### src/rtl/uart_operand_rx.sv
// uart_operand_rx: 8N1 UART receiver for the register file's serial-input port.
// The line is oversampled 16x using a tick every DIV clocks. Each accepted byte
// appears on rx_data with a one-clock signal strobe. flag alternates between
// bytes so that consecutive bytes go to operand registers $16 and $17.
module uart_operand_rx #(
  parameter int DIV = 651
) (
  input  logic       clk,
  input  logic       reset,
  input  logic       uart_rx,
  input  logic       pair_clr,
  output logic [7:0] rx_data,
  output logic       signal,
  output logic       flag,
  output logic       frame_err
);

  localparam logic [15:0] DIV_LAST = 16'(DIV - 1);

  typedef enum logic [2:0] {
    ST_IDLE      = 3'd0,
    ST_START     = 3'd1,
    ST_DATA      = 3'd2,
    ST_STOP      = 3'd3,
    ST_WAIT_HIGH = 3'd4
  } state_t;

  state_t      state_q, state_d;
  logic        sync1_q, sync1_d;
  logic        rx_s_q, rx_s_d;
  logic [15:0] div_q, div_d;
  logic [3:0]  s_q, s_d;
  logic [2:0]  n_q, n_d;
  logic [7:0]  sh_q, sh_d;
  logic [7:0]  rx_data_q, rx_data_d;
  logic        signal_q, signal_d;
  logic        frame_err_q, frame_err_d;
  logic        slot_q, slot_d;
  logic        tick_s;

  // Two-stage synchroniser on the raw pin; only rx_s_q is used downstream.
  always_comb begin
    sync1_d = uart_rx;
    rx_s_d  = sync1_q;
  end

  // One oversample tick on the last clock of each DIV-long period.
  always_comb begin
    tick_s = (div_q == DIV_LAST);
  end

  // Receive state machine: next state, counters, shift register and strobes.
  always_comb begin
    state_d     = state_q;
    div_d       = div_q;
    s_d         = s_q;
    n_d         = n_q;
    sh_d        = sh_q;
    rx_data_d   = rx_data_q;
    signal_d    = 1'b0;
    frame_err_d = 1'b0;

    case (state_q)
      ST_IDLE: begin
        div_d = 16'd0;
        if (rx_s_q == 1'b0) begin
          state_d = ST_START;
          s_d     = 4'd0;
        end else begin
          state_d = ST_IDLE;
        end
      end

      ST_START: begin
        div_d = tick_s ? 16'd0 : (div_q + 16'd1);
        if (tick_s) begin
          if (s_q == 4'd7) begin
            // Mid start bit: a high line here means the edge was a glitch.
            s_d = 4'd0;
            if (rx_s_q == 1'b0) begin
              state_d = ST_DATA;
              n_d     = 3'd0;
            end else begin
              state_d = ST_IDLE;
            end
          end else begin
            s_d = s_q + 4'd1;
          end
        end else begin
          s_d = s_q;
        end
      end

      ST_DATA: begin
        div_d = tick_s ? 16'd0 : (div_q + 16'd1);
        if (tick_s) begin
          if (s_q == 4'd15) begin
            sh_d = {rx_s_q, sh_q[7:1]};
            s_d  = 4'd0;
            if (n_q == 3'd7) begin
              state_d = ST_STOP;
            end else begin
              n_d = n_q + 3'd1;
            end
          end else begin
            s_d = s_q + 4'd1;
          end
        end else begin
          s_d = s_q;
        end
      end

      ST_STOP: begin
        div_d = tick_s ? 16'd0 : (div_q + 16'd1);
        if (tick_s) begin
          if (s_q == 4'd15) begin
            s_d = 4'd0;
            if (rx_s_q == 1'b1) begin
              rx_data_d = sh_q;
              signal_d  = 1'b1;
              state_d   = ST_IDLE;
            end else begin
              frame_err_d = 1'b1;
              state_d     = ST_WAIT_HIGH;
            end
          end else begin
            s_d = s_q + 4'd1;
          end
        end else begin
          s_d = s_q;
        end
      end

      ST_WAIT_HIGH: begin
        // A held-low line (break) must not look like a fresh start bit.
        div_d = 16'd0;
        if (rx_s_q == 1'b1) begin
          state_d = ST_IDLE;
        end else begin
          state_d = ST_WAIT_HIGH;
        end
      end

      default: begin
        state_d = ST_IDLE;
        div_d   = 16'd0;
        s_d     = 4'd0;
        n_d     = 3'd0;
      end
    endcase
  end

  // Operand slot: toggles as signal drops so flag is stable during the strobe;
  // pair_clr wins over the toggle.
  always_comb begin
    if (pair_clr) begin
      slot_d = 1'b1;
    end else if (signal_q) begin
      slot_d = ~slot_q;
    end else begin
      slot_d = slot_q;
    end
  end

  // State register for every flop in the block.
  always_ff @(posedge clk or negedge reset) begin
    if (!reset) begin
      sync1_q     <= 1'b1;
      rx_s_q      <= 1'b1;
      state_q     <= ST_IDLE;
      div_q       <= 16'd0;
      s_q         <= 4'd0;
      n_q         <= 3'd0;
      sh_q        <= 8'h00;
      rx_data_q   <= 8'h00;
      signal_q    <= 1'b0;
      frame_err_q <= 1'b0;
      slot_q      <= 1'b1;
    end else begin
      sync1_q     <= sync1_d;
      rx_s_q      <= rx_s_d;
      state_q     <= state_d;
      div_q       <= div_d;
      s_q         <= s_d;
      n_q         <= n_d;
      sh_q        <= sh_d;
      rx_data_q   <= rx_data_d;
      signal_q    <= signal_d;
      frame_err_q <= frame_err_d;
      slot_q      <= slot_d;
    end
  end

  assign rx_data   = rx_data_q;
  assign signal    = signal_q;
  assign flag      = slot_q;
  assign frame_err = frame_err_q;

endmodule

### config.mk
export PLATFORM = sky130hd
export DESIGN_NAME = uart_operand_rx
export DESIGN_NICKNAME = d
export VERILOG_FILES = /design/src/rtl/uart_operand_rx.sv
export SDC_FILE = /design/constraint.sdc
export NUM_CORES = 1
export LEC_CHECK = 0
export BUFFER_PORTS_ARGS = -buffer_cell sky130_fd_sc_hd__buf_4
export CORE_MARGIN = 1.5
export CORE_UTILIZATION = 60
export CTS_BUF_LIST = sky130_fd_sc_hd__clkbuf_4 sky130_fd_sc_hd__clkbuf_8 sky130_fd_sc_hd__clkbuf_16
export CTS_CLUSTER_SIZE = 25
export DETAILED_ROUTE_END_ITERATION = 7
export PLACE_DENSITY = 0.79
export SYNTH_ARGS = -nofsm -noshare
export SYNTH_HDL_FRONTEND = slang
export SYNTH_SLANG_ARGS = --single-unit
### constraint.sdc
create_clock -name clk -period 4.25 [get_ports clk]
set_input_delay 0.425 -clock clk [delete_from_list [all_inputs] [get_ports clk]]
set_output_delay 0.425 -clock clk [all_outputs]
set_load 0.005 [all_outputs]
==> results of run 1 <==
==> worst paths after layout <==
check	end	startpoint
setup reg to reg	state_q[1]	state_q[1]
setup / recovery	state_q[1]	state_q[1]
max in group asynchronous	rx_s_d	reset
hold reg to reg	rx_s_q	rx_s_d
min in group clk	rx_s_d	uart_rx
hold / removal	n_q[2]	reset
==> sequential cells by signal, summed over array words and instances (netlist names) <==
register and count:
div_q 16, rx_s_d 1, frame_err 1, rx_s_q 1, s_q 4, state_q 3
signal 1, rx_data 8, n_q 3, flag 1, sh_q 8
==> per-layer routing <==
layer,vias to the layer above,global-route usage,routed length (um)
met5,-,0,0
met4,0,0.08594,55
met3,6,0.05479,183
met2,49,0.3980,2280
met1,795,0.3096,1917
li1,779,-,-
==> report_power, final <==
part	switching (uW)	total, uW	internal [uW]
sequential	1.32	450	449
clock	156	335	178
combinational	8.65	11.3	2.64
==> cell families (layout without fill, tap and decap cells) <==
| logic type | Yosys count | count (layout) | share of synthesized area |
|---|---|---|---|
| xor+xnor | 14 | 14 | 0.05232 |
| fa+ha+maj | 5 | 5 | 0.02670 |
| compound gates | 30 | 30 | 0.08329 |
| flops | 47 | 47 | 0.5035 |
| buf+inv | 14 | 30 | 0.02349 |
| simple gates | 79 | 79 | 0.2242 |
| mux | 18 | 18 | 0.08649 |
==> metrics by stage <==
step | hold WS, ns | std cells | util | setup WS [ns]
final | 0.1038 | 271 | 0.6997 | 2.205
after CTS | 0.1261 | 271 | 0.6997 | 2.238
after detailed placement | 0.3516 | 263 | 0.6684 | 2.244
after global routing | 0.1564 | 271 | 0.6997 | 2.126
after floorplan | 0.1294 | 207 | - | 2.445
after global placement | 0.3474 | 263 | 0.6684 | 2.360
==> worst max-delay path, delay by kind of cell (launching register included) <==
kind / cells / cell delay (ns)
and+or+nand+nor: 1 / 0.62
DFF: 1 / 0.56
AOI/OAI and AO/OA: 2 / 0.40
muxes: 1 / 0.36
==> area by class of cell <==
class | count | area, sq um | share of cell area
flip-flops and latches | 47 | 1180 | 0.4538
multi-input cells | 146 | 1109 | 0.4264
repair buffers | 14 | 105.1 | 0.04042
clock buffers | 5 | 68.82 | 0.02647
well taps | 48 | 60.06 | 0.02310
clock inverters | 3 | 47.55 | 0.01829
inverters | 8 | 30.03 | 0.01155
==> layout by cell type, fill, tap and decap left out, drive strengths merged, types with 4 or more instances in the layout <==
cell | Yosys | final
dfrtp | 44 | 44
nand3 | 6 | 6
nor4 | 4 | 4
a21oi | 7 | 7
xor2 | 6 | 6
inv | 8 | 9
nand4 | 8 | 8
clkbuf | 4 | 5
mux2 | 18 | 18
nand2 | 9 | 9
or2 | 4 | 4
nor2 | 21 | 21
ha | 5 | 5
o21ai | 6 | 6
buf | 2 | 14
o211ai | 6 | 6
nor3 | 7 | 7
xnor2 | 8 | 8
==> impl_metrics.toml, run 1 <==
[outcome]
status = "finished clean"

[power_and_ir_drop]
max-vdd-ir-drop_mv = 0.2000
p_leak_uw = 0.001166
total_power_uw = 796.0
power_density_nw_per_um2 = 306.1

[clocking]
cts.sinks = 47
postCtsSetupRepairBufs = 0
htreeDepth = 2
path_clk_slew_ns = 0.09
ctsHoldBuffers = 0
cts_resized = 0
clock_latency_ns = 0.30
root_buffer = "clkbuf_8"
cts_buffer_depth = 2
cts_tree = "done"
cts_buffers = 5

[setup_path]
crit_fanout = 13
critPathCaptureType = "flop"
r2r_cells = 4
slowest_delay_ns = 0.62
rrSetupSlack_ns = 2.21
path_cells = "nor3b_1 -> a21oi_1 -> o22ai_1 -> mux2_2"
arrival_ns = 2.24
critPathSlowestCell = "nor3b_1"
critPathKind = "flop to flop"
critPathLaunchType = "flop"
cp_data_required_time_ns = 4.44

[detailed_routing]
totalWireLength_um = 4436
drt-initial-drc-count = 102
ant_nets = 0
drc = 0
viasPerCell = 6.011
firstDrtPassIters = 4
num_vias = 1629
detail_route.wl_per_cell_um = 16.37

[logic_synthesis]
synthMostInstantiatedCell = "dfrtp_1"
synth_top_area_frac = 0.4698
syn_area_sq_um = 2343
synth_cell_types = 44
syn_avg_cell_area_sq_um = 11.32
yosysWarnings = 0
synthFlopType = "dfrtp_1"
async_flop_share = 1.000
synth.area.top_cells = "dfrtp_1 (47%), mux2_1 (4.8%), mux2_2 (3.8%)"
yosysTopAreaCell = "dfrtp_1"
syn_inst = 207
synth.net_count = 216
synth-seq-cells = 47
synth_edf_count = 0
synth.yosys.seq_area_share = 0.5035
synth_common_cells = "dfrtp_1 (44), nor2_1 (19), mux2_1 (10)"

[die]
dieWidth_um = 65.50
coreArea_sq_um = 3716
initial_core_util = 0.6306
dieArea_sq_um = 4290
fp-row-count = 22
ios = 15
die-height_um = 65.50

[global_routing]
grt_max_degree = 48
grt_pass1_vias = 1650
antenna_found_initial = 0
grt_pass1_wl_um = 7776
overflow = 0
track_usage = 0.2400

[sta]
slew_headroom = 0.5499
tightest_slew_ns = 0.6737
finalCriticalPeriod_ns = 2.045
final-setup-viol-count = 0
skew_ns = 0.008617
timing.fmax_mhz = 489.0
hold_viol_final = 0
rsz0062_at_grt = "false"
finalMaxSlewViolations = 0
fin_crit_sh = 0.4812
finalSetupTns_ns = 0

[min_path]
hold_path.class = "primary input to asynchronous set/reset pin"

[run]
maxCapViolCount = 0

[finish]
diodes = 0
layout-drive-gt1-share = 0.2063
fillCellCount = 260
syn_to_final_growth_pct = 10.94
fin_nets = 231
fin_area_sq_um = 2600

[place]
port-buffer-count = 14
hpwlAfterDp_um = 2967
gp_congestion = 0.8569
dpl-instance-area_sq_um = 2484
Note: power is estimated with default switching activity, not from simulation.
==> run 2, diff against run 1 <==
==> constraint.sdc (replaced) <==
create_clock -name clk -period 2.14 [get_ports clk]
set_input_delay 0.214 -clock clk [delete_from_list [all_inputs] [get_ports clk]]
set_output_delay 0.214 -clock clk [all_outputs]
set_load 0.005 [all_outputs]
==> run 2 against run 1 <==
Effect of this change: clock power grew 130%; sequential share of layout area down 0.88 points; wire length is 6.6% higher; cell area grew 2.0%; final cell count is 1.1% higher; sequential cell count stayed put; combinational power is 120% higher; die area is the same; clock-buffer cell count is the same; sequential power grew 98%; utilization is 1.4 points higher; critical path depth unchanged.
==> impl_metrics.toml, run 2 (same netlist as run 1, synthesis figures left out) <==
[finish]
final_cell_mix = "dfrtp_1 (44), nor2_1 (19), buf_4 (15)"
layout-drive-gt1-share = 0.2080
fillCellCount = 251
diodes = 0
fin_nets = 234
fin_cells = 274
fin_util = 0.7135
largest_register = "div_q"
largest_reg_flops = 16
final_common_cell = "dfrtp_1"
syn_to_final_growth_pct = 13.13
fin_area_sq_um = 2651

[clocking]
clock_latency_ns = 0.30
cts_buffer_depth = 2
root_buffer = "clkbuf_8"
cts_tree = "done"
htreeDepth = 2
postCtsSetupRepairBufs = 0
cts_buffers = 5
path_clk_slew_ns = 0.09
cts.sinks = 47

[outcome]
status = "finished clean"

[die]
initial_core_util = 0.6306
ios = 15
fp-row-count = 22
die-height_um = 65.50
dieWidth_um = 65.50
dieArea_sq_um = 4290
coreArea_sq_um = 3716

[place]
port-buffer-count = 14
gp_congestion = 0.8604
placedCellCount = 264
dpl-instance-area_sq_um = 2491
hpwlAfterDp_um = 3251

[global_routing]
grt_pass1_vias = 1613
overflow = 0
antenna_found_initial = 0
grt_max_degree = 48
grt_pass1_wl_um = 7879
track_usage = 0.2451

[detailed_routing]
viasPerCell = 6.062
detail_route.wl_per_cell_um = 17.26
drc = 0
ant_nets = 0
totalWireLength_um = 4730
firstDrtPassIters = 5
drt-initial-drc-count = 85
num_vias = 1661

[setup_path]
critPathLaunchType = "flop"
cp_data_required_time_ns = 2.32
arrival_ns = 2.23
slowest_delay_ns = 0.48
critPathKind = "flop to flop"
critPathSlowestCell = "dfrtp_1"
path_cells = "nor4b_4 -> nand4_2 -> nor2_4 -> mux2_1"
critPathCaptureType = "flop"
crit_fanout = 8

[sta]
final-setup-viol-count = 0
finalMaxSlewViolations = 0
fin_crit_sh = 0.9595
hold_viol_final = 0
timing.fmax_mhz = 487.0
finalSetupTns_ns = 0
skew_ns = 0.004882
finalCriticalPeriod_ns = 2.053
tightest_slew_ns = 0.5794
slew_headroom = 0.6137
rsz0062_at_grt = "false"

[min_path]
hold_path.class = "primary input to flop"

[power_and_ir_drop]
p_leak_uw = 0.001191
max-vdd-ir-drop_mv = 0.6061
power_density_nw_per_um2 = 642.1

[run]
maxCapViolCount = 0
-- run 2: cell types whose count changed in the layout (fill, tap and decap cells not counted) --
| cell | previous run | this run |
|---|---|---|
| dlygate4sd3_1 | 0 | 2 |
| inv_6 | 1 | 0 |
| inv_8 | 0 | 1 |
| bufinv_16 | 1 | 2 |
| clkinv_4 | 1 | 0 |
| buf_4 | 14 | 15 |
-- run 2: path summary, 6_finish.rpt --
check                       endpoint  slack (ns)  cells past startpoint      from
hold / removal                  flag        0.11                      2  pair_clr
min in group asynchronous     n_q[0]        0.45                      2     reset
setup reg to reg             sh_q[7]        0.09                      4  div_q[5]
max in group asynchronous  div_q[10]        1.30                      2     reset
hold reg to reg               rx_s_q        0.36                      0    rx_s_d
setup / recovery             sh_q[7]        0.09                      4  div_q[5]
-- run 2: final cells by class --
class / instances / area (sq um) / share of cell area
sequential: 47 / 1180 / 0.4450
multi-input combinational: 146 / 1109 / 0.4181
timing repair buffer: 17 / 132.6 / 0.05002
clock inverter: 3 / 71.32 / 0.02690
clock buffer: 5 / 68.82 / 0.02596
tap: 48 / 60.06 / 0.02265
inverter: 8 / 30.03 / 0.01133
-- run 2: layer usage --
layer / GRT usage / vias up / share of wire
li1: - / 793 / -
met1: 0.2978 / 818 / 0.42
met2: 0.4311 / 41 / 0.52
met3: 0.04795 / 9 / 0.034
met4: 0.09115 / 0 / 0.021
met5: 0 / - / 0
-- run 2: critical path, delay by kind of cell (launching register included) --
family        cells  cell delay (ns)
simple gates      3             1.07
mux               1             0.38
flops             1             0.48
-- run 2: per-stage QoR --
stage / hold WS [ns] / power [uW] / setup slack [ns]
CTS: 0.004054 / 1715 / 0.09799
floorplan: -0.08159 / 912.3 / 0.3354
finish: 0.1147 / 1702 / 0.08667
global placement: 0.2400 / 933.4 / 0.2506
detailed placement: 0.2495 / 934.5 / 0.1384
global route: 0.1061 / 1752 / 0.006758
-- run 2: timing repair --
| action | CTS | global route |
|---|---|---|
| hold buffers | 1 | 1 |
| endpoints found under the hold margin | 44 | 1 |
| gates resized for setup | 0 | 0 |
-- run 2: power by group --
| part | internal [uW] | total, uW | switching [uW] |
|---|---|---|---|
| clock network | 474 | 784 | 310 |
| logic | 7.62 | 25.4 | 17.8 |
| registers | 891 | 893 | 2.50 |
==> run 3, diff against run 2 <==
--- a/config.mk
+++ b/config.mk
@@ -5,6 +5,7 @@
 export SDC_FILE = /design/constraint.sdc
 export NUM_CORES = 1
 export LEC_CHECK = 0
+export ABC_AREA = 1
 export BUFFER_PORTS_ARGS = -buffer_cell sky130_fd_sc_hd__buf_4
 export CORE_MARGIN = 1.5
 export CORE_UTILIZATION = 60
==> run 3 against run 2 <==
Effect of this change: wire length fell by 14%; clock skew grew 0.0081 ns; combinational power is essentially flat; critical path type unchanged; largest cell class unchanged.
==> impl_metrics.toml, run 3 <==
[detailed_routing]
num_vias = 1800
firstDrtPassIters = 4
totalWireLength_um = 4068
viasPerCell = 5.202
ant_nets = 0
detail_route.wl_per_cell_um = 11.76
drc = 0
drt-initial-drc-count = 141

[global_routing]
overflow = 0
track_usage = 0.2206
grt_pass1_wl_um = 7355
grt_pass1_vias = 1680
antenna_found_initial = 0
grt_max_degree = 48

[finish]
final_cell_mix = "nand2_1 (61), dfrtp_1 (44), inv_1 (29)"
layout-drive-gt1-share = 0.2450
final_common_cell = "nand2_1"
diodes = 0
largest_reg_flops = 16
fin_nets = 306
syn_to_final_growth_pct = 10.73
largest_register = "div_q"

[setup_path]
crit_fanout = 4
startpoint = "s_q[1]"
path_cells = "ha_1 -> nand2_2 -> clkinv_1 -> nand2_1 -> nand2_1 -> nand2_1 -> nor2_2 -> nand3_1 -> nand2_1 -> nand2_1"
crit_top_cell = "nand2_1"
rr_startpoint = "s_q[1]"
critPathLaunchType = "flop"
cp_data_required_time_ns = 2.34
critPathSlowestCell = "dfrtp_1"
arrival_ns = 1.79
slowest_delay_ns = 0.41
critPathKind = "flop to flop"
critPathCaptureType = "flop"

[logic_synthesis]
syn_inst = 278
async_flop_share = 1.000
synth.area.top_cells = "dfrtp_1 (46%), nand2_1 (9.5%), o21ai_2 (5.5%)"
synth_top_area_frac = 0.4583
yosysTopAreaCell = "dfrtp_1"
synth_common_cells = "nand2_1 (61), dfrtp_1 (44), inv_1 (29)"
syn_area_sq_um = 2402
synth_edf_count = 0
yosysWarnings = 0
synth_cell_types = 28
synth.yosys.seq_area_share = 0.4911
synthMostInstantiatedCell = "nand2_1"
synth-seq-cells = 47
synth.net_count = 287
syn_avg_cell_area_sq_um = 8.641
synthFlopType = "dfrtp_1"

[die]
die-height_um = 66.28
dieWidth_um = 66.28
dieArea_sq_um = 4392
initial_core_util = 0.6417
fp-row-count = 22
ios = 15
coreArea_sq_um = 3744

[sta]
skew_ns = 0.01294
final-setup-viol-count = 0
finalSetupTns_ns = 0
rsz0062_at_grt = "false"
finalCriticalPeriod_ns = 1.592
slew_headroom = 0.6233
tightest_slew_ns = 0.5651
fin_crit_sh = 0.7441
hold_viol_final = 0
timing.fmax_mhz = 628.0
finalMaxSlewViolations = 0
setup_slack_ns = 0.5476

[place]
gp_congestion = 0.8915
place_ws_ns = 0.5698
hpwlAfterDp_um = 2957
port-buffer-count = 14

[clocking]
cts_buffers = 5
root_buffer = "clkbuf_8"
cts_tree = "done"
cts_buffer_depth = 2
htreeDepth = 2
cts.sinks = 47
path_clk_slew_ns = 0.09
cts_resized = 0
clock_latency_ns = 0.30

[power_and_ir_drop]
power_density_nw_per_um2 = 593.6
max-vdd-ir-drop_mv = 0.4767
total_power_uw = 1579
p_leak_uw = 0.001340

[outcome]
status = "finished clean"

[min_path]
worstHoldStart = "uart_rx"
hold_path.class = "primary input to flop"

[run]
maxCapViolCount = 0
-- run 3: metal layers --
layer,global-route usage,vias up,wire (um),share of wire
li1,-,923,-,-
met1,0.2892,832,1914,0.47
met2,0.3563,38,1914,0.47
met3,0.05111,7,182,0.045
met4,0.08163,0,56,0.014
met5,0,-,0,0
-- run 3: layout make-up --
cell class / count / area [sq um]
repair buffers: 15 / 115.1
well taps: 48 / 60.06
fillers: 300 / 1084
clock inverters: 3 / 47.55
inverters: 40 / 155.1
flip-flops and latches: 47 / 1180
multi-input cells: 188 / 1033
clock buffers: 5 / 68.82
-- run 3: worst paths after layout --
path                        endpoint  slack (ns)  cells after the start
max in group asynchronous     rx_s_d        1.31                      2
min in group asynchronous  div_q[13]        0.44                      2
hold reg to reg               rx_s_q        0.36                      0
setup reg to reg              n_q[2]        0.55                     10
setup / recovery              n_q[2]        0.55                     10
hold / removal                rx_s_d        0.02                      1
-- run 3: worst max-delay path: cells and delay by family (launching register included) --
kind | cells | cell delay [ns]
simple gates | 8 | 0.80
flops | 1 | 0.41
fa+ha+maj | 1 | 0.20
buf+inv | 1 | 0.08
-- run 3: kinds of logic after synthesis --
kind of cell | synth area share
AOI/OAI and AO/OA | 0.1115
xor gates and xnor gates | 0.007293
adders and majority gates | 0.02604
buffers and inverters | 0.07865
DFF | 0.4911
and+or+nand+nor | 0.2854
-- run 3: through the flow --
stage	utilization	instances	area, sq um	hold slack (ns)
5_1_grt	0.7106	346	2660	0.008982
2_1_floorplan	-	278	2402	-0.08159
3_5_place_dp	0.6768	337	2534	0.2501
3_3_place_gp	0.6768	337	2534	0.2564
4_1_cts	0.7106	346	2660	0.01332
6_report	0.7106	346	2660	0.02068
-- run 3: report_power, final --
part / total, uW / internal (uW) / switching [uW]
Sequential: 892 / 891 / 0.730
Clock: 662 / 354 / 308
Combinational: 25.6 / 6.07 / 19.5
Total: 1580 / 1250 / 328
-- run 3: what timing repair did --
action,4_1_cts,5_1_grt
hold endpoints to repair,44,0
buffers inserted,0,0
setup endpoints to repair,0,0
hold buffers,1,0
